`config.mk`:
```
export PLATFORM = sky130hd
export DESIGN_NAME = st_encoder_buffer_flat
export DESIGN_NICKNAME = d
export VERILOG_FILES = /design/src/rtl/st_encoder_buffer_pkg.sv /design/src/rtl/st_encoder_buffer_if.sv /design/src/rtl/st_encoder_buffer_enc.sv /design/src/rtl/st_encoder_buffer.sv /design/src/flat_wrapper.sv
export SDC_FILE = /design/constraint.sdc
export NUM_CORES = 1
export LEC_CHECK = 0
export ABC_AREA = 1
export CORE_MARGIN = 5
export CORE_UTILIZATION = 40
export DETAILED_ROUTE_END_ITERATION = 12
export GPL_TIMING_DRIVEN = 0
export HOLD_SLACK_MARGIN = 0.03
export PLACE_DENSITY = 0.68
export SYNTH_ARGS = -nofsm -noshare
export SYNTH_HDL_FRONTEND = slang
export SYNTH_SLANG_ARGS = --single-unit
```
`constraint.sdc`:
```
create_clock -name clk -period 6.8 [get_ports clk]
set_input_delay 0.68 -clock clk [delete_from_list [all_inputs] [get_ports clk]]
set_output_delay 0.68 -clock clk [all_outputs]
set_load 0.05 [all_outputs]
```
`src/rtl/st_encoder_buffer_pkg.sv`:
```
// Shared store-path definitions: funct3 store encodings, byte-enable patterns
// and the FIFO entry layout used by the store encoder buffer.
package st_encoder_buffer_pkg;

  localparam int ST_DATA_W = 32;
  localparam int ST_ADDR_W = 32;

  localparam logic [2:0] F3_SB = 3'b000;
  localparam logic [2:0] F3_SH = 3'b001;
  localparam logic [2:0] F3_SW = 3'b010;

  localparam logic [3:0] BE_BYTE = 4'b0001;
  localparam logic [3:0] BE_HALF = 4'b0011;
  localparam logic [3:0] BE_WORD = 4'b1111;

  typedef struct packed {
    logic [ST_ADDR_W-1:0] addr;
    logic [ST_DATA_W-1:0] wd;
    logic [3:0]           be;
  } st_entry_t;

endpackage

```
`src/rtl/st_encoder_buffer_if.sv`:
```
// Store request and data-memory write port bundled together; the buffer
// takes the slave view, the MEM stage / memory model drives the master view.
interface st_encoder_buffer_if #(
  parameter int DATA_WIDTH = 32,
  parameter int ADDR_WIDTH = 32
);
  logic                  st_valid;
  logic                  st_ready;
  logic [2:0]            funct3;
  logic [ADDR_WIDTH-1:0] st_addr;
  logic [DATA_WIDTH-1:0] WD;
  logic                  mem_valid;
  logic                  mem_ready;
  logic [ADDR_WIDTH-1:0] mem_addr;
  logic [DATA_WIDTH-1:0] mem_wd;
  logic [3:0]            mem_be;

  modport master (
    output st_valid, funct3, st_addr, WD, mem_ready,
    input  st_ready, mem_valid, mem_addr, mem_wd, mem_be
  );

  modport slave (
    input  st_valid, funct3, st_addr, WD, mem_ready,
    output st_ready, mem_valid, mem_addr, mem_wd, mem_be
  );
endinterface

```
`src/rtl/st_encoder_buffer_enc.sv`:
```
// Combinational store encoder: places rs2 bytes into the memory lane order
// that the load decoder undoes, and produces the matching byte enables.
module st_encoder
  import st_encoder_buffer_pkg::*;
(
  input  logic [2:0]           funct3,
  input  logic [ST_DATA_W-1:0] wd_in,
  output logic [ST_DATA_W-1:0] wd,
  output logic [3:0]           be,
  output logic                 legal
);

  // Lanes are byte-reversed relative to rs2 so a load of the same width round-trips.
  always_comb begin
    wd    = '0;
    be    = '0;
    legal = 1'b1;
    case (funct3)
      F3_SB: begin
        wd = {24'b0, wd_in[7:0]};
        be = BE_BYTE;
      end
      F3_SH: begin
        wd = {16'b0, wd_in[7:0], wd_in[15:8]};
        be = BE_HALF;
      end
      F3_SW: begin
        wd = {wd_in[7:0], wd_in[15:8], wd_in[23:16], wd_in[31:24]};
        be = BE_WORD;
      end
      default: legal = 1'b0;
    endcase
  end

endmodule

```
`src/rtl/st_encoder_buffer.sv`:
```
// Store encoder buffer: encodes sb/sh/sw requests and queues them in a small
// FIFO that drains to data memory, decoupling the pipeline from memory stalls.
module st_encoder_buffer
  import st_encoder_buffer_pkg::*;
#(
  parameter int DATA_WIDTH = 32,
  parameter int ADDR_WIDTH = 32,
  parameter int DEPTH      = 2
) (
  input  logic                  clk,
  input  logic                  rst_n,
  st_encoder_buffer_if.slave    bus,
  output logic                  empty,
  output logic                  err
);

  localparam int PW = $clog2(DEPTH);

  st_entry_t             entries [DEPTH];
  st_entry_t             new_entry;
  st_entry_t             head;
  logic [PW-1:0]         wr_ptr;
  logic [PW-1:0]         rd_ptr;
  logic [PW:0]           count;
  logic [DATA_WIDTH-1:0] enc_wd;
  logic [3:0]            enc_be;
  logic                  enc_legal;
  logic [ADDR_WIDTH-1:0] head_addr;
  logic                  push;
  logic                  pop;

  st_encoder u_enc (
    .funct3 (bus.funct3),
    .wd_in  (bus.WD),
    .wd     (enc_wd),
    .be     (enc_be),
    .legal  (enc_legal)
  );

  // Ready and valid come only from the registered count, so neither side sees the other combinationally.
  assign bus.st_ready  = (count != (PW+1)'(DEPTH));
  assign empty         = (count == '0);
  assign bus.mem_valid = !empty;

  assign push = bus.st_valid && bus.st_ready && enc_legal;
  assign pop  = bus.mem_valid && bus.mem_ready;

  assign new_entry = '{addr: bus.st_addr, wd: enc_wd, be: enc_be};

  assign head          = entries[rd_ptr];
  assign head_addr     = head.addr;
  assign bus.mem_addr  = head_addr;
  assign bus.mem_wd    = head.wd;
  assign bus.mem_be    = head.be;

  // Storage is deliberately left out of reset; its contents are ignored while empty.
  always_ff @(posedge clk) begin
    if (push) begin
      entries[wr_ptr] <= new_entry;
    end
  end

  always_ff @(posedge clk or negedge rst_n) begin
    if (!rst_n) begin
      wr_ptr <= '0;
      rd_ptr <= '0;
      count  <= '0;
    end else begin
      if (push) begin
        wr_ptr <= wr_ptr + 1'b1;
      end
      if (pop) begin
        rd_ptr <= rd_ptr + 1'b1;
      end
      case ({push, pop})
        2'b10:   count <= count + 1'b1;
        2'b01:   count <= count - 1'b1;
        default: count <= count;
      endcase
    end
  end

  // Sticky flag for any illegal store width offered, whether or not it could have been accepted.
  always_ff @(posedge clk or negedge rst_n) begin
    if (!rst_n) begin
      err <= 1'b0;
    end else if (bus.st_valid && !enc_legal) begin
      err <= 1'b1;
    end
  end

endmodule

```
`src/flat_wrapper.sv`:
```
// flat-port wrapper written by rule: the top's interface ports become plain ports
module st_encoder_buffer_flat import st_encoder_buffer_pkg::*;
#(
  parameter int DATA_WIDTH = 32,
  parameter int ADDR_WIDTH = 32,
  parameter int DEPTH      = 2
)
  (clk, rst_n, empty, err, bus_st_valid, bus_funct3, bus_st_addr, bus_WD, bus_mem_ready, bus_st_ready, bus_mem_valid, bus_mem_addr, bus_mem_wd, bus_mem_be);
  st_encoder_buffer_if #(.DATA_WIDTH(DATA_WIDTH), .ADDR_WIDTH(ADDR_WIDTH)) bus_i ();
  input  logic clk;
  input  logic rst_n;
  output logic empty;
  output logic err;
  input wire logic [$bits(bus_i.st_valid)-1:0] bus_st_valid;
  input wire logic [$bits(bus_i.funct3)-1:0] bus_funct3;
  input wire logic [$bits(bus_i.st_addr)-1:0] bus_st_addr;
  input wire logic [$bits(bus_i.WD)-1:0] bus_WD;
  input wire logic [$bits(bus_i.mem_ready)-1:0] bus_mem_ready;
  output wire logic [$bits(bus_i.st_ready)-1:0] bus_st_ready;
  output wire logic [$bits(bus_i.mem_valid)-1:0] bus_mem_valid;
  output wire logic [$bits(bus_i.mem_addr)-1:0] bus_mem_addr;
  output wire logic [$bits(bus_i.mem_wd)-1:0] bus_mem_wd;
  output wire logic [$bits(bus_i.mem_be)-1:0] bus_mem_be;
  assign bus_i.st_valid = bus_st_valid;
  assign bus_i.funct3 = bus_funct3;
  assign bus_i.st_addr = bus_st_addr;
  assign bus_i.WD = bus_WD;
  assign bus_i.mem_ready = bus_mem_ready;
  assign bus_st_ready = bus_i.st_ready;
  assign bus_mem_valid = bus_i.mem_valid;
  assign bus_mem_addr = bus_i.mem_addr;
  assign bus_mem_wd = bus_i.mem_wd;
  assign bus_mem_be = bus_i.mem_be;
  st_encoder_buffer #(.DATA_WIDTH(DATA_WIDTH), .ADDR_WIDTH(ADDR_WIDTH), .DEPTH(DEPTH)) u_core (.clk(clk), .rst_n(rst_n), .bus(bus_i), .empty(empty), .err(err));
endmodule
```
==> impl_metrics.ini <==
[status]
status = complete, no violations

[sta]
whs_ns = 0.4743
setup_viol_count_final = 0
fin_crit_ns = 3.168
finalClockSkew_ns = 0.01044
worst_slew_pin_slew_ns = 0.8747
hold_viol_final = 0
rsz0062_at_grt = false
fin_tns_setup_ns = 0
clock.fmax_ghz = 0.3157
slew_headroom = 0.4168
drv_slew = 0
post-route-period-util = 0.4658

[die]
ios = 143
rows = 43
die_area_um2 = 16370
die_w_um = 127.9
die_h_um = 127.9
initial_core_util = 0.4039
core_um2 = 13770

[logic_synthesis]
syn-cell-area_um2 = 5563
yosysUniqueCellTypes = 23
ys_warn_count = 0
synth_nets = 548
synth-seq-area-share = 0.7458
synth.avg_cell_area_um2 = 11.69
synthCells = 476
synth-seq-cells = 139

[grt]
grt_pass1_vias = 3770
antenna_found_initial = 0
grt_use_total = 0.1564
overflow = 0
grt_start_max_net_pins = 68
grt_pass1_wl_um = 19310

[cts]
clk_pin_slew_ns = 0.05
cts_tree = done
cts_resized = 0
clock_latency_ns = 0.41
cts_setup_buffers = 0
hold_buffers = 0
root_buffer = clkbuf_16
cts.sinks = 139
numCtsBuffers = 17
clockBufferDepth = 2
h-tree-depth = 4

[worst_setup_path]
path_cells = clkbuf_1 > inv_2 > buf_2 > buf_2 > nand2_1 > nand2_1 > clkdlybuf4s50_1
cpMaxStageDelayCell = clkdlybuf4s50_1
required_ns = 6.12
crit_path_start_kind = flop
critPathArrivalTime_ns = 2.49
setup.worst_path.end_class = primary output
cpPeakStageDelay_ns = 0.80
path_class = flop to primary output
worst-path-max-fanout = 10

[final_layout]
area_growth_pct = 41.66
final_cell_mix = 226 x nand2_1, 142 x clkdlybuf4s50_1, 134 x edfxtp_1
fillers = 1174
fin_util = 0.5721
final_common_cell = nand2_1
diodes = 0
drive_gt1_frac = 0.09202
final_nets = 711

[routing]
drc = 0
detailroute.via_count = 3861
wl_per_cell_um = 15.20
drtPass1Iterations = 4
wl_um = 12650
antenna_left = 0
avgViaCountPerCell = 4.641
drt_iter0_drc = 257

[power_and_ir_drop]
power_frac_seq = 0.299
power.share.clock = 0.267
p_comb_frac = 0.434
leakagePower_nw = 3.133
p_int_mw = 2.122
p_sw_mw = 1.440
p_per_area_nw_per_um2 = 452.0
peakVddDrop_v = 0.0002504
swShare = 0.4043

[min_path]
hold_class = flop to flop

[placed_design]
dp_hpwl_um = 9121
gp_congestion = 0.9215
port_buffers = 142

[job]
drv_cap = 0
## path summary, 6_finish.rpt
check,start,endpoint,slack (ns),cells after the start
min in group asynchronous,rst_n,u_core.count[1],0.49,1
max,u_core.rd_ptr,bus_mem_addr[23],3.63,7
min reg2reg,u_core.err,u_core.err,0.47,1
max in group asynchronous,rst_n,u_core.rd_ptr,6.10,1
max reg2reg,u_core.count[0],u_core.entries[0][46],4.86,4
min,u_core.err,u_core.err,0.47,1
## synth_stat cells
| cell type | count | area [um2] |
|---|---|---|
| inv_1 | 25 | 93.84 |
| or2_2 | 1 | 6.260 |
| nor2_2 | 9 | 56.30 |
| ha_1 | 1 | 12.51 |
| nor2_4 | 1 | 11.26 |
| nand2_1 | 226 | 848.3 |
| inv_4 | 1 | 6.260 |
| inv_2 | 2 | 7.510 |
| o21ai_0 | 9 | 45.04 |
| nor2_1 | 9 | 33.78 |
| nor3_4 | 1 | 16.27 |
| buf_4 | 1 | 7.510 |
| a21oi_1 | 2 | 10.01 |
| buf_2 | 9 | 45.04 |
| dfrtp_1 | 5 | 125.1 |
| o21bai_1 | 1 | 7.510 |
| clkbuf_1 | 8 | 30.03 |
| nand4_1 | 1 | 6.260 |
| xnor2_1 | 1 | 8.760 |
| edfxtp_1 | 134 | 4024 |
| buf_6 | 2 | 22.52 |
| nand3_1 | 26 | 130.1 |
| xor2_1 | 1 | 8.760 |
## worst max-delay path: cells and delay by family (launching register included)
| kind | cells | cell delay, ns |
|---|---|---|
| simple gates | 2 | 0.15 |
| flops | 1 | 0.35 |
| buf+inv | 5 | 1.59 |
## routing by layer
metal | GRT usage | up-vias | part of all wire
li1 | - | 1904 | -
met1 | 0.2038 | 1797 | 0.44
met2 | 0.2468 | 147 | 0.48
met3 | 0.04958 | 13 | 0.069
met4 | 0.05743 | 0 | 0.014
met5 | 0 | - | 0
## state kept, by name (all words and copies together) (netlist names)
register and flops:
u_core.rd_ptr 1, u_core.count 2, u_core.wr_ptr 1, u_core.entries 134, u_core.err 1
## cell type report
cell class                      instances  area, um2  share of cell area
Inverter                               28      110.1             0.01397
Tap cell                              180      225.2             0.02858
Clock buffer                           21      450.4             0.05716
Clock inverter                         11      170.2             0.02159
Multi-Input combinational cell        289       1209              0.1534
Timing Repair Buffer                  144       1461              0.1855
Sequential cell                       139       4149              0.5265
Buffer                                 20      105.1             0.01334
## cell families (layout without fill, tap and decap cells)
group | Yosys count | in the layout | synth area share
buffers and inverters | 48 | 224 | 0.03824
adder cells (fa/ha/maj) | 1 | 1 | 0.002249
flip-flops | 139 | 139 | 0.7458
AO/OA/AOI/OAI | 12 | 12 | 0.01125
AND/OR/NAND/NOR | 274 | 274 | 0.1993
XOR/XNOR | 2 | 2 | 0.003149
## power by group through the flow
stage          combinational, mW  clock (mW)  sequential (mW)
3_3_place_gp                1.54           0             1.09
5_1_grt                     1.64        1.01             1.07
4_1_cts                     1.57       0.966             1.07
3_5_place_dp                1.56           0             1.08
6_report                    1.55       0.950             1.07
2_1_floorplan               1.01           0             1.08
## stage by stage
step	cell area, um2	cells	power [mW]	worst slack [ns]
after floorplan	5563	476	2.091	2.433
after global placement	7209	798	2.633	0.1168
after detailed placement	7259	800	2.647	3.774
after CTS	7880	832	3.601	3.539
after global routing	7880	832	3.724	3.407
final	7880	832	3.562	3.632
Note: power is estimated with default switching activity, not from simulation.
